**src/rtl/mnist_image_sender.sv**
```systemverilog
// mnist_image_sender: streams one image from a synchronous memory to a UART
// transmitter at the line rate, then waits for a one-byte classification reply.
module mnist_image_sender #(
    parameter int unsigned PIXELS         = 784,
    parameter int unsigned ADDR_W         = 10,
    parameter int unsigned BYTE_GAP       = 4774,
    parameter int unsigned TIMEOUT_CYCLES = 5_000_000
) (
    input  logic              sys_clk,
    input  logic              sys_rst,
    input  logic              start,
    output logic              mem_rd_en,
    output logic [ADDR_W-1:0] mem_addr,
    input  logic [7:0]        mem_rdata,
    output logic [7:0]        pi_data,
    output logic              pi_flag,
    input  logic [7:0]        po_data,
    input  logic              po_flag,
    output logic              busy,
    output logic              done,
    output logic [7:0]        result,
    output logic              timed_out
);

    // READ, LATCH and SEND take three of the BYTE_GAP cycles between strobes;
    // GAP fills the remaining BYTE_GAP-3 cycles.
    localparam int unsigned GapCount = BYTE_GAP - 3;
    localparam int unsigned GapW     = (GapCount > 1) ? $clog2(GapCount) : 1;
    localparam int unsigned WaitW    = (TIMEOUT_CYCLES > 1) ? $clog2(TIMEOUT_CYCLES) : 1;
    localparam int unsigned IdxW     = (PIXELS > 1) ? $clog2(PIXELS) : 1;

    localparam logic [GapW-1:0]  GapLast  = GapW'(GapCount - 1);
    localparam logic [WaitW-1:0] WaitLast = WaitW'(TIMEOUT_CYCLES - 1);
    localparam logic [IdxW-1:0]  IdxLast  = IdxW'(PIXELS - 1);

    typedef enum logic [2:0] {
        StIdle,
        StRead,
        StLatch,
        StSend,
        StGap,
        StWaitRes,
        StFinish
    } state_e;

    state_e           state_q, state_d;
    logic [IdxW-1:0]  idx_q, idx_d;
    logic [GapW-1:0]  gap_q, gap_d;
    logic [WaitW-1:0] wait_q, wait_d;
    logic [7:0]       pi_data_q, pi_data_d;
    logic [7:0]       result_q, result_d;
    logic             timed_out_q, timed_out_d;

    // State and datapath registers; reset clears everything immediately.
    always_ff @(posedge sys_clk or posedge sys_rst) begin
        if (sys_rst) begin
            state_q     <= StIdle;
            idx_q       <= '0;
            gap_q       <= '0;
            wait_q      <= '0;
            pi_data_q   <= '0;
            result_q    <= '0;
            timed_out_q <= 1'b0;
        end else begin
            state_q     <= state_d;
            idx_q       <= idx_d;
            gap_q       <= gap_d;
            wait_q      <= wait_d;
            pi_data_q   <= pi_data_d;
            result_q    <= result_d;
            timed_out_q <= timed_out_d;
        end
    end

    // Next-state logic and state-decoded strobes.
    always_comb begin
        state_d     = state_q;
        idx_d       = idx_q;
        gap_d       = gap_q;
        wait_d      = wait_q;
        pi_data_d   = pi_data_q;
        result_d    = result_q;
        timed_out_d = timed_out_q;
        mem_rd_en   = 1'b0;
        pi_flag     = 1'b0;
        busy        = 1'b0;
        done        = 1'b0;

        case (state_q)
            StIdle: begin
                if (start) begin
                    state_d     = StRead;
                    idx_d       = '0;
                    result_d    = '0;
                    timed_out_d = 1'b0;
                end
            end
            StRead: begin
                busy      = 1'b1;
                mem_rd_en = 1'b1;
                state_d   = StLatch;
            end
            StLatch: begin
                busy      = 1'b1;
                pi_data_d = mem_rdata;
                state_d   = StSend;
            end
            StSend: begin
                busy    = 1'b1;
                pi_flag = 1'b1;
                gap_d   = '0;
                wait_d  = '0;
                // The final byte skips GAP; the reply window starts next cycle.
                if (idx_q == IdxLast) begin
                    state_d = StWaitRes;
                end else begin
                    state_d = StGap;
                end
            end
            StGap: begin
                busy = 1'b1;
                if (gap_q == GapLast) begin
                    idx_d   = idx_q + IdxW'(1);
                    state_d = StRead;
                end else begin
                    gap_d = gap_q + GapW'(1);
                end
            end
            StWaitRes: begin
                busy = 1'b1;
                // A reply on the last window cycle still beats the timeout.
                if (po_flag) begin
                    result_d = po_data;
                    state_d  = StFinish;
                end else if (wait_q == WaitLast) begin
                    timed_out_d = 1'b1;
                    state_d     = StFinish;
                end else begin
                    wait_d = wait_q + WaitW'(1);
                end
            end
            StFinish: begin
                done = 1'b1;
                // A start in the done cycle begins the next transfer at once.
                if (start) begin
                    state_d     = StRead;
                    idx_d       = '0;
                    result_d    = '0;
                    timed_out_d = 1'b0;
                end else begin
                    state_d = StIdle;
                end
            end
            default: begin
                state_d = StIdle;
            end
        endcase
    end

    assign mem_addr  = ADDR_W'(idx_q);
    assign pi_data   = pi_data_q;
    assign result    = result_q;
    assign timed_out = timed_out_q;

endmodule

```
**config.mk**
```make
export PLATFORM = sky130hd
export DESIGN_NAME = mnist_image_sender
export DESIGN_NICKNAME = d
export VERILOG_FILES = /design/src/rtl/mnist_image_sender.sv
export SDC_FILE = /design/constraint.sdc
export NUM_CORES = 1
export LEC_CHECK = 0
export BUFFER_PORTS_ARGS = -buffer_cell sky130_fd_sc_hd__buf_2
export CORE_AREA = 5 5 80 89
export DETAILED_ROUTE_END_ITERATION = 10
export DIE_AREA = 0 0 85 94
export PLACE_DENSITY_LB_ADDON = 0.05
export SYNTH_ARGS = -nofsm -noshare
export SYNTH_HDL_FRONTEND = slang
export SYNTH_SLANG_ARGS = --single-unit
```
**constraint.sdc**
```tcl
create_clock -name sys_clk -period 3 [get_ports sys_clk]
set_input_delay 0.45 -clock sys_clk [delete_from_list [all_inputs] [get_ports sys_clk]]
set_output_delay 0.45 -clock sys_clk [all_outputs]
set_load 0.1 [all_outputs]
```
# [Word-level counts from Yosys, hierarchy flattened]
# Cells that the tools add are included.
[op_classes] add_sub_neg=3 multipliers=0 n_div=0 magnitude_cmp=0 n_eq_ne=18 shift=0 mux=26 n_bitwise=0 n_reduce_logical=13
[op_table] operator="$mux 23" n=2
[op_table] operator="$pmux 23 s2" n=1
[op_table] operator="$pmux 13 s2" n=1
[op_table] operator="$add 23x1->23 const B" n=1
[op_table] operator="$eq 23x23->1 const B" n=1
[op_table] operator="$pmux 3 s7" n=1
[op_table] operator="$mux 10" n=2
[op_table] operator="$pmux 10 s2" n=1
[op_table] operator="$mux 8" n=2
[op_table] operator="$pmux 8 s2" n=1
[op_table] operator="$ne 2x2->1 const B" n=7
[op_table] operator="$add 13x1->13 const B" n=1
[op_table] operator="$eq 13x13->1 const B" n=1
[op_table] operator="$mux 13" n=1
[op_table] operator="$mux 3" n=4
[op_table] operator="$reduce_and 3->1" n=4
[op_table] operator="$add 10x1->10 const B" n=1
[op_table] operator="$eq 10x10->1 const B" n=1
[op_table] operator="$eq 3x3->1 const B" n=3
[op_table] operator="$mux 1" n=9
[op_table] operator="$reduce_bool 2->1" n=4
[op_table] operator="$eq 3x2->1 const B" n=2
[op_table] operator="$reduce_or 5->1" n=1
[op_table] operator="$reduce_and 4->1" n=1
[op_table] operator="other kinds (7)" n=7
[totals] reg_bits=66 latch_bits=0 ramBits=0 mem_bits_ro=0 inputBits=20 wordCells=67 mem_count=0

# [Depth between registers and ports, before layout]
# Gate-level depths: netlist of run 1.
[depth] depth_word=4 ltp_mapped=9 mapped_depth_nobuf=7

# [Worst setup path after synthesis of run 1]
# Ideal clock, no wire load.
[synth_path] path_kind="reg2out" startpoint="register state_q[1]" endpoint="output busy" arrival_time_ps=2206 required_time_ps=2550 path_slack_ps=344 stages_incl_launch_ff=4 n_path_buf=1 cell_sequence="dfrtp_1 -> clkbuf_1 -> nor3_1 -> a21oi_1"
[synth_via] elab_chain_cells=3
[synth_rtl] element="start: declaration" line_no="46" rtl="state_e state_q, state_d;"
[synth_rtl] element="start signal: assignment" line_no="57" rtl="state_q <= StIdle;"
[synth_rtl] element="start signal: assignment" line_no="65" rtl="state_q <= state_d;"
[synth_rtl] element="$eq 3x3->1, or another cell as far along" line_no="89" rtl="case (state_q)"
[synth_rtl] element="$reduce_or 5->1 (no source line) (*)"
[synth_rtl] element="$mux 1 (*)" line_no="89"
[synth_rtl] element="end: declaration" line_no="19" rtl="output logic busy,"
# Every way passes the cells marked *; elsewhere a longest branch is shown, timed or not.

# [Final worst setup path of run 1]
[layout_path] startpoint="register state_q[1]" endpoint="register idx_q[9], in the netlist mem_addr[9]"
[layout_via] elab_chain_cells=4
[layout_rtl] element="$eq 3x3->1 / $logic_not 3->1 (equally long branches)" line_no="89"
[layout_rtl] element="$reduce_or 2->1 (no source line)"
[layout_rtl] element="$ne 2x1->1 (no source line) / $reduce_bool 2->1 (equally long branches)"
[layout_rtl] element="$reduce_and 3->1 (no source line)"
[layout_rtl] element="end signal: assignment" line_no="66" rtl="idx_q <= idx_d;"
[layout_rtl] element="end: declaration" line_no="47" rtl="logic [IdxW-1:0] idx_q, idx_d;"
# Parallel ways exist; a longest one is shown, timed or not.
# A chain may end at the register's enable or synchronous reset.

==> results.yml, run 1 <==
final_layout:
  num-fill-cells: 537
  antenna_cells: 0
  final_common_cell: "dfrtp_1"
  layout.nets: 438
  stdcell_count: 499
  syn2layout_area_growth_pct: 17.5
  final_cell_mix: "66 x dfrtp_1, 54 x nand2_1, 50 x buf_2"
  layout-drive-gt1-share_pct: 22.2
  utilization_pct: 65.2
logic_synthesis:
  yosysWarningCount: 0
  synth_edf_count: 0
  synthesis.instances: 358
  async_flop_share_pct: 100
  synth_ff_type: "dfrtp_1"
  synth_nets: 382
  ys_seq_area_share_pct: 48.9
  synthesis.area_um2: 3380
  avgSynthCellArea_um2: 9.43
  synth.distinct_cells: 47
  ys_ff_latch: 66
global_route:
  grt_overflow_total: 0
  grt_pass1_wl_mm: 12.8
  track_usage_pct: 20.0
  antenna_found_initial: 0
  grt_max_degree: 32
  grt_pass1_vias: 2768
detailed_routing:
  wirelength_mm: 7.43
  drt_iter0_drc: 97
  via_per_inst: 5.60
  dr.pass1.iters: 4
  num_vias: 2794
  drc: 0
  wl_per_cell_um: 14.9
  ant_nets: 0
critical_path:
  slowest_stage: "or4_4"
  r2r-end: "mem_addr[9]"
  arrival_ns: 2.81
  reg2reg_depth: 5
  path_cells: "or3b_1 -> or4_4 -> and2_4 -> or4_1 -> a21oi_1"
  rrSetupSlack_ns: 0.46
  crit_type: "reg -> reg"
  r2r-start: "state_q[1]"
  crit_fanout: 14
  critical_path.max_stage_delay_ns: 0.61
  start_kind: "register"
  cp-startpoint: "state_q[1]"
  worstPathRequired_ns: 3.27
  cp-end-kind: "register"
placed_design:
  dp.cells: 483
  gp_congestion: 0.811
  placement.io_buffers: 50
  hpwlAfterDp_mm: 5.12
status:
  status: "completed"
timing:
  maxSlewViolCount: 0
  hold_viol: 0
  period_share_pct: 84.6
  tightest_slew_ns: 1.15
  setup_viol: 0
  fin_skew_ns: 0.00740
  fmax_mhz: 394
  max_slew_margin_pct: 23.0
  rsz0062_at_grt: "false"
  setup_tns_ns: 0
  post-route-min-period_ns: 2.54
cts:
  cts_tree: "yes"
  cts-root-buf: "clkbuf_8"
  cts_max_level: 3
  cts.clk_slew.worst_paths_ns: 0.07
  postCtsSetupRepairBufs: 0
  clock_sinks: 66
  cts_buffers: 9
  clockBufferDepth: 2
  hold_buffers: 0
  cts-resized-gates: 0
  clkLatencyLatePin_ns: 0.34
floorplan:
  core_um2: 6080
  io_pins: 51
  die_x_um: 85
  dieHeight_um: 94
  fp-row-count: 30
  dieArea_um2: 7990
  start_util_pct: 55.5
power:
  seqPwrFrac_pct: 30.2
  p_clk_share_pct: 22.0
  comb_power_share_pct: 47.8
  internal_power_w: 0.00190
  powerDensity_nw_per_um2: 975
  switching_power_w: 0.00196
  ir_worst_vdd_v: 0.00104
  swShare_pct: 50.8
  power_leakage_nw: 1.89
worst_hold_path:
  min_path_type: "in -> async"
run:
  cap_violations: 0
[worst max-delay path: cells and delay by family (launching register included)]
kind	cells	cell delay [ns]
AOI/OAI and AO/OA	1	0.15
and+or+nand+nor	4	1.79
DFF	1	0.53
[Yosys cell counts, types with 9 or more instances]
cell | instances | area (um2)
nand3_1 | 23 | 115
xnor2_1 | 14 | 123
nand4_1 | 13 | 81.3
nor3_1 | 10 | 50.1
clkbuf_1 | 12 | 45.0
mux2i_1 | 9 | 90.1
nand2_1 | 54 | 203
a31oi_1 | 9 | 56.3
mux2_2 | 9 | 101
a21oi_1 | 19 | 95.1
dfrtp_1 | 66 | 1650
o21ai_0 | 16 | 80.1
nor2_1 | 27 | 101
[metrics by stage]
stage | setup WS, ns | instance area (um2) | hold WS [ns] | total power, W
2_1_floorplan | 0.344 | 3380 | 0.437 | 0.00271
3_3_place_gp | 0.477 | 3740 | 0.464 | 0.00303
3_5_place_dp | 0.450 | 3740 | 0.476 | 0.00304
4_1_cts | 0.450 | 3970 | 0.107 | 0.00389
5_1_grt | 0.268 | 3970 | 0.131 | 0.00407
6_report | 0.461 | 3970 | 0.108 | 0.00386
[metal layers]
layer,vias up,GRT usage (%),share of wire [%]
met5,-,0,0
met3,4,3.33,4.7
met2,58,33.2,50
met1,1327,25.2,45
met4,0,9.63,0.61
li1,1405,-,-
[state kept, by name (all words and copies together), names as in the netlist]
register and count:
gap_q 13, mem_addr 10, pi_data 8, result 8
state_q 3, timed_out 1, wait_q 23
[kinds of logic after synthesis]
kind of cell / Yosys count / synth area share, %
AND/OR/NAND/NOR: 170 / 26.0
buffers and inverters: 23 / 3.00
AO/OA/AOI/OAI: 62 / 11.0
XOR/XNOR: 15 / 3.89
flip-flops: 66 / 48.9
adder cells (fa/ha/maj): 4 / 1.48
multiplexers: 18 / 5.67
[final cells by class]
| type | instances | area [um2] | share of cell area, % |
|---|---|---|---|
| Clock inverter | 6 | 90.1 | 2.27 |
| Clock buffer | 10 | 138 | 3.47 |
| Sequential cell | 66 | 1650 | 41.7 |
| Multi-Input combinational cell | 269 | 1630 | 41.0 |
| Timing Repair Buffer | 61 | 333 | 8.39 |
| Tap cell | 80 | 100 | 2.52 |
| Inverter | 7 | 26.3 | 0.663 |
[worst max path at each step]
stage                              to
after floorplan                  busy
after global placement      wait_q[2]
after detailed placement    wait_q[2]
after CTS                   wait_q[2]
after global routing       wait_q[13]
final                     mem_addr[9]
[power groups by stage]
stage,clock (W),combinational [W],sequential (W)
6_report,0.000849,0.00185,0.00117
5_1_grt,0.000913,0.00196,0.00120
4_1_cts,0.000868,0.00186,0.00117
3_5_place_dp,0,0.00186,0.00118
3_3_place_gp,0,0.00185,0.00118
2_1_floorplan,0,0.000698,0.00201
Note: power is estimated with default switching activity, not from simulation.
==> run 2, diff against run 1 <==
CORE_AREA = 5 5 84 94   (was 5 5 80 89)
DIE_AREA = 0 0 89 99   (was 0 0 85 94)
clock period = 2.1 ns   (was 3 ns; I/O delays follow)
==> results.yml, run 2 (synthesis gave the netlist of run 1 again) <==
status:
  status: "finished, violations left"
  violations: "negative setup slack"
timing:
  tightest_slew_ns: 0.508
  setup_tns_ns: -0.191
  hold_viol: 0
  setup_viol: 4
  setup_slack_ns: -0.108
  fmax_mhz: 453
  rsz0062_at_grt: "true"
  post-route-min-period_ns: 2.21
  maxSlewViolCount: 0
  max_slew_margin_pct: 66.1
  period_share_pct: 105
  fin_skew_ns: 0.00396
  hold_slack_ns: 0.150
cts:
  cts_max_level: 3
  clock_sinks: 66
  clkLatencyLatePin_ns: 0.35
  cts_buffers: 9
  clockBufferDepth: 2
  cts_tree: "yes"
  cts-root-buf: "clkbuf_8"
  cts.clk_slew.worst_paths_ns: 0.08
power:
  power_leakage_nw: 2.08
  swShare_pct: 51.5
  comb_power_share_pct: 51.4
  internal_power_w: 0.00273
  powerDensity_nw_per_um2: 1310
  switching_power_w: 0.00290
  ir_worst_vdd_v: 0.00124
  p_clk_share_pct: 19.9
  seqPwrFrac_pct: 28.8
  finalPower_w: 0.00562
global_route:
  grt_pass1_wl_mm: 13.4
  track_usage_pct: 19.1
  grt_overflow_total: 0
  grt_max_degree: 44
  grt_pass1_vias: 2872
  antenna_found_initial: 0
placed_design:
  gp_congestion: 0.864
  placement.io_buffers: 50
  placed_cell_area_um2: 4040
  dp.cells: 520
  hpwlAfterDp_mm: 5.46
floorplan:
  io_pins: 51
  core_um2: 6850
  die_x_um: 89
  start_util_pct: 49.3
  dieArea_um2: 8810
  dieHeight_um: 99
  fp-row-count: 32
worst_hold_path:
  min_to: "result[0]"
  min_delay_path_depth: 3
  min-delay-start: "po_data[0]"
  min_path_type: "in -> reg"
detailed_routing:
  dr.pass1.iters: 4
  drc: 0
  wl_per_cell_um: 14.7
  via_per_inst: 5.48
  ant_nets: 0
  wirelength_mm: 7.90
  drt_iter0_drc: 88
  num_vias: 2942
critical_path:
  cp_top_family: "simple AND/OR/NAND/NOR gates"
  crit_top_cell: "or4_4"
  crit_type: "reg -> reg"
  worstPathBufferInverterCount: 0
  worstPathRequired_ns: 2.38
  reg2reg_depth: 5
  r2r-end: "mem_addr[6]"
  critical_path.max_stage_delay_ns: 0.54
  path_depth: 5
  rrSetupSlack_ns: -0.11
  path_cells: "or4_4 -> or4_4 -> and2_4 -> or4_4 -> a21oi_2"
  arrival_ns: 2.49
  cp-end-kind: "register"
  start_kind: "register"
  slowest_stage: "or4_4"
  crit_fanout: 5
  r2r-start: "gap_q[10]"
final_layout:
  final_common_cell: "dfrtp_1"
  final_cell_mix: "66 x dfrtp_1, 53 x nand2_1, 49 x buf_2"
  fin_area_um2: 4310
  antenna_cells: 0
  largest_reg_flops: 23
  stdcell_count: 537
  syn2layout_area_growth_pct: 27.5
  regMostFlops: "wait_q"
  layout-drive-gt1-share_pct: 31.0
  layout.nets: 471
run:
  cap_violations: 0
[run 2: area by class of cell]
| cell class | instances | area [um2] |
|---|---|---|
| tap | 85 | 106 |
| clock inverter | 6 | 65.1 |
| sequential | 66 | 1650 |
| timing repair buffer | 94 | 623 |
| inverter | 7 | 26.3 |
| multi-input combinational | 269 | 1700 |
| clock buffer | 10 | 138 |
| fill | 583 | 2540 |
[run 2: power by group through the flow]
stage	Sequential (W)	Clock, W	Combinational, W
floorplan	0.00287	0	0.00101
global placement	0.00164	0	0.00285
detailed placement	0.00165	0	0.00287
CTS	0.00162	0.00114	0.00288
global route	0.00165	0.00118	0.00304
finish	0.00162	0.00112	0.00289
[run 2: layer usage]
layer	vias to the layer above	GRT usage, %	share of wire [%]
met5	-	0	0
met4	0	6.41	1.2
met3	10	3.85	3.0
met2	41	31.3	50
met1	1427	25.1	46
li1	1464	-	-
[run 2: worst register-to-register path, delay by kind of cell (launching register included)]
kind	cells	cell delay (ns)
flops	1	0.38
compound gates	1	0.12
simple gates	4	1.65
[run 2: timing repair]
action | CTS | global route
endpoints found under the hold margin | 23 | 0
hold buffers | 1 | 0
resized for setup | 3 | 11
setup buffers | 0 | 1
pin swaps | 4 | 4
endpoints found under the setup margin | 5 | 29
[run 2: worst max path at each step]
stage                             end  startpoint
after floorplan           mem_addr[6]    gap_q[3]
after global placement    mem_addr[6]   gap_q[10]
after detailed placement  mem_addr[6]   gap_q[10]
after CTS                 mem_addr[6]   gap_q[10]
after global routing      mem_addr[6]   gap_q[10]
final                     mem_addr[6]   gap_q[10]
[run 2: per-stage QoR]
| step | utilization [%] | worst slack (ns) |
|---|---|---|
| after CTS | 62.3 | -0.132 |
| final | 62.9 | -0.108 |
| after detailed placement | 59.0 | -0.116 |
| after global placement | 59.0 | -0.0995 |
| after global routing | 62.9 | -0.173 |
| after floorplan | - | -0.320 |
==> run 3, diff against run 2 <==
CELL_PAD_IN_SITES_DETAIL_PLACEMENT = 2   (was default)
CELL_PAD_IN_SITES_GLOBAL_PLACEMENT = 2   (was default)
CORE_AREA = 5 5 109 111   (was 5 5 84 94)
DIE_AREA = 0 0 114 116   (was 0 0 89 99)
==> results.yml, run 3 (synthesis gave the netlist of run 1 again) <==
status:
  status: "finished, violations left"
  violations: "negative setup slack"
cts:
  cts-root-buf: "clkbuf_8"
  cts_tree: "yes"
  clock_sinks: 66
  cts_buffers: 9
  cts.clk_slew.worst_paths_ns: 0.07
  clockBufferDepth: 2
  clkLatencyLatePin_ns: 0.35
  cts_max_level: 3
final_layout:
  layout.nets: 476
  final_cell_mix: "66 x dfrtp_1, 53 x nand2_1, 49 x buf_2"
  final_common_cell: "dfrtp_1"
  syn2layout_area_growth_pct: 31.7
  stdcell_count: 597
  layout-drive-gt1-share_pct: 32.2
  regMostFlops: "wait_q"
  num-fill-cells: 1204
  antenna_cells: 0
  largest_reg_flops: 23
timing:
  hold_slack_ns: 0.157
  rsz0062_at_grt: "true"
  period_share_pct: 102
  post-route-min-period_ns: 2.15
  setup_slack_ns: -0.0492
  tightest_slew_ns: 0.503
  fin_skew_ns: 0.0105
  hold_viol: 0
  setup_viol: 4
  maxSlewViolCount: 0
  max_slew_margin_pct: 66.7
  fmax_mhz: 465
floorplan:
  io_pins: 51
  start_util_pct: 31.6
  dieHeight_um: 116
  dieArea_um2: 13200
  die_x_um: 114
  core_um2: 10700
  fp-row-count: 38
detailed_routing:
  drc: 0
  ant_nets: 0
  wl_per_cell_um: 17.5
  via_per_inst: 5.18
  num_vias: 3090
  drt_iter0_drc: 120
  dr.pass1.iters: 4
  wirelength_mm: 10.5
placed_design:
  placement.io_buffers: 50
  gp_congestion: 0.779
  dp.cells: 575
  hpwlAfterDp_mm: 7.65
  pre_cts_slack_ns: -0.167
power:
  ir_worst_vdd_v: 0.000815
  finalPower_w: 0.00576
  powerDensity_nw_per_um2: 1300
  power_leakage_nw: 2.10
critical_path:
  worstPathRequired_ns: 2.38
  reg2reg_depth: 5
  cp-end-kind: "register"
  r2r-start: "gap_q[2]"
  crit_fanout: 5
  start_kind: "register"
  arrival_ns: 2.43
  rrSetupSlack_ns: -0.05
  r2r-end: "mem_addr[8]"
  crit_type: "reg -> reg"
global_route:
  antenna_found_initial: 0
  grt_max_degree: 32
  use_met1_pct: 20.7
  grt_pass1_wl_mm: 17.5
  met3_usage_pct: 2.45
  top_usage_layer: "met2"
  track_usage_pct: 16.8
  grt_pass1_vias: 3465
  grt_overflow_total: 0
  met2_usage_pct: 29.5
worst_hold_path:
  min_delay_path_depth: 3
  min_path_type: "in -> reg"
  min-delay-start: "po_data[7]"
  min_to: "result[7]"
run:
  cap_violations: 0
run 3: cell count changes in the layout (fill, tap and decap cells not counted), moves of 2 or more:
cell / delta
a31oi_1: -3
clkbuf_1: +3
a31oi_2: +2
buf_4: +4
run 3: layout make-up:
type	count	area [um2]	area share, %
clock buffers	14	163	3.66
clock inverters	2	35.0	0.788
inverters	7	26.3	0.591
multi-input cells	269	1730	38.9
flip-flops and latches	66	1650	37.1
well taps	140	175	3.94
repair buffers	99	664	14.9
run 3: worst max-delay path by stage:
| stage | slack [ns] | endpoint | from |
|---|---|---|---|
| floorplan | -0.32 | mem_addr[6] | gap_q[3] |
| global placement | -0.12 | mem_addr[6] | gap_q[10] |
| detailed placement | -0.17 | mem_addr[6] | gap_q[10] |
| CTS | -0.16 | mem_addr[6] | gap_q[10] |
| global route | -0.11 | mem_addr[9] | gap_q[2] |
| finish | -0.05 | mem_addr[8] | gap_q[2] |
run 3: timing repair:
item	CTS	global route
endpoints found under the hold margin	5	0
setup endpoints to repair	10	34
pin swaps	4	5
hold buffers	1	0
setup buffers	2	3
resized for setup	5	15
run 3: report_power, final:
part           switching (W)  leakage, nW  internal (W)
Clock               0.000514        0.101      0.000614
Combinational        0.00231         1.11      0.000686
Sequential          0.000128        0.895       0.00150
run 3: metrics by stage:
stage	util (%)	TNS [ns]	area, um2
2_1_floorplan	-	-0.760	3390
3_3_place_gp	38.4	-0.201	4110
3_5_place_dp	38.4	-0.447	4110
4_1_cts	40.7	-0.330	4360
5_1_grt	41.6	-0.395	4450
6_report	41.6	-0.175	4450
run 3: metal layers:
layer  share of wire [%]  up-vias
met1                  44     1573
met2                  52       28
li1                    -     1478
met5                   0        -
met4                 1.7        0
met3                 2.0       11
run 3: critical path: stages (launching register included):
cell,delay [ns]
dfrtp_1,0.39
or4_4,0.54
or4_4,0.43
and2_4,0.17
or4_4,0.42
a21oi_2,0.13
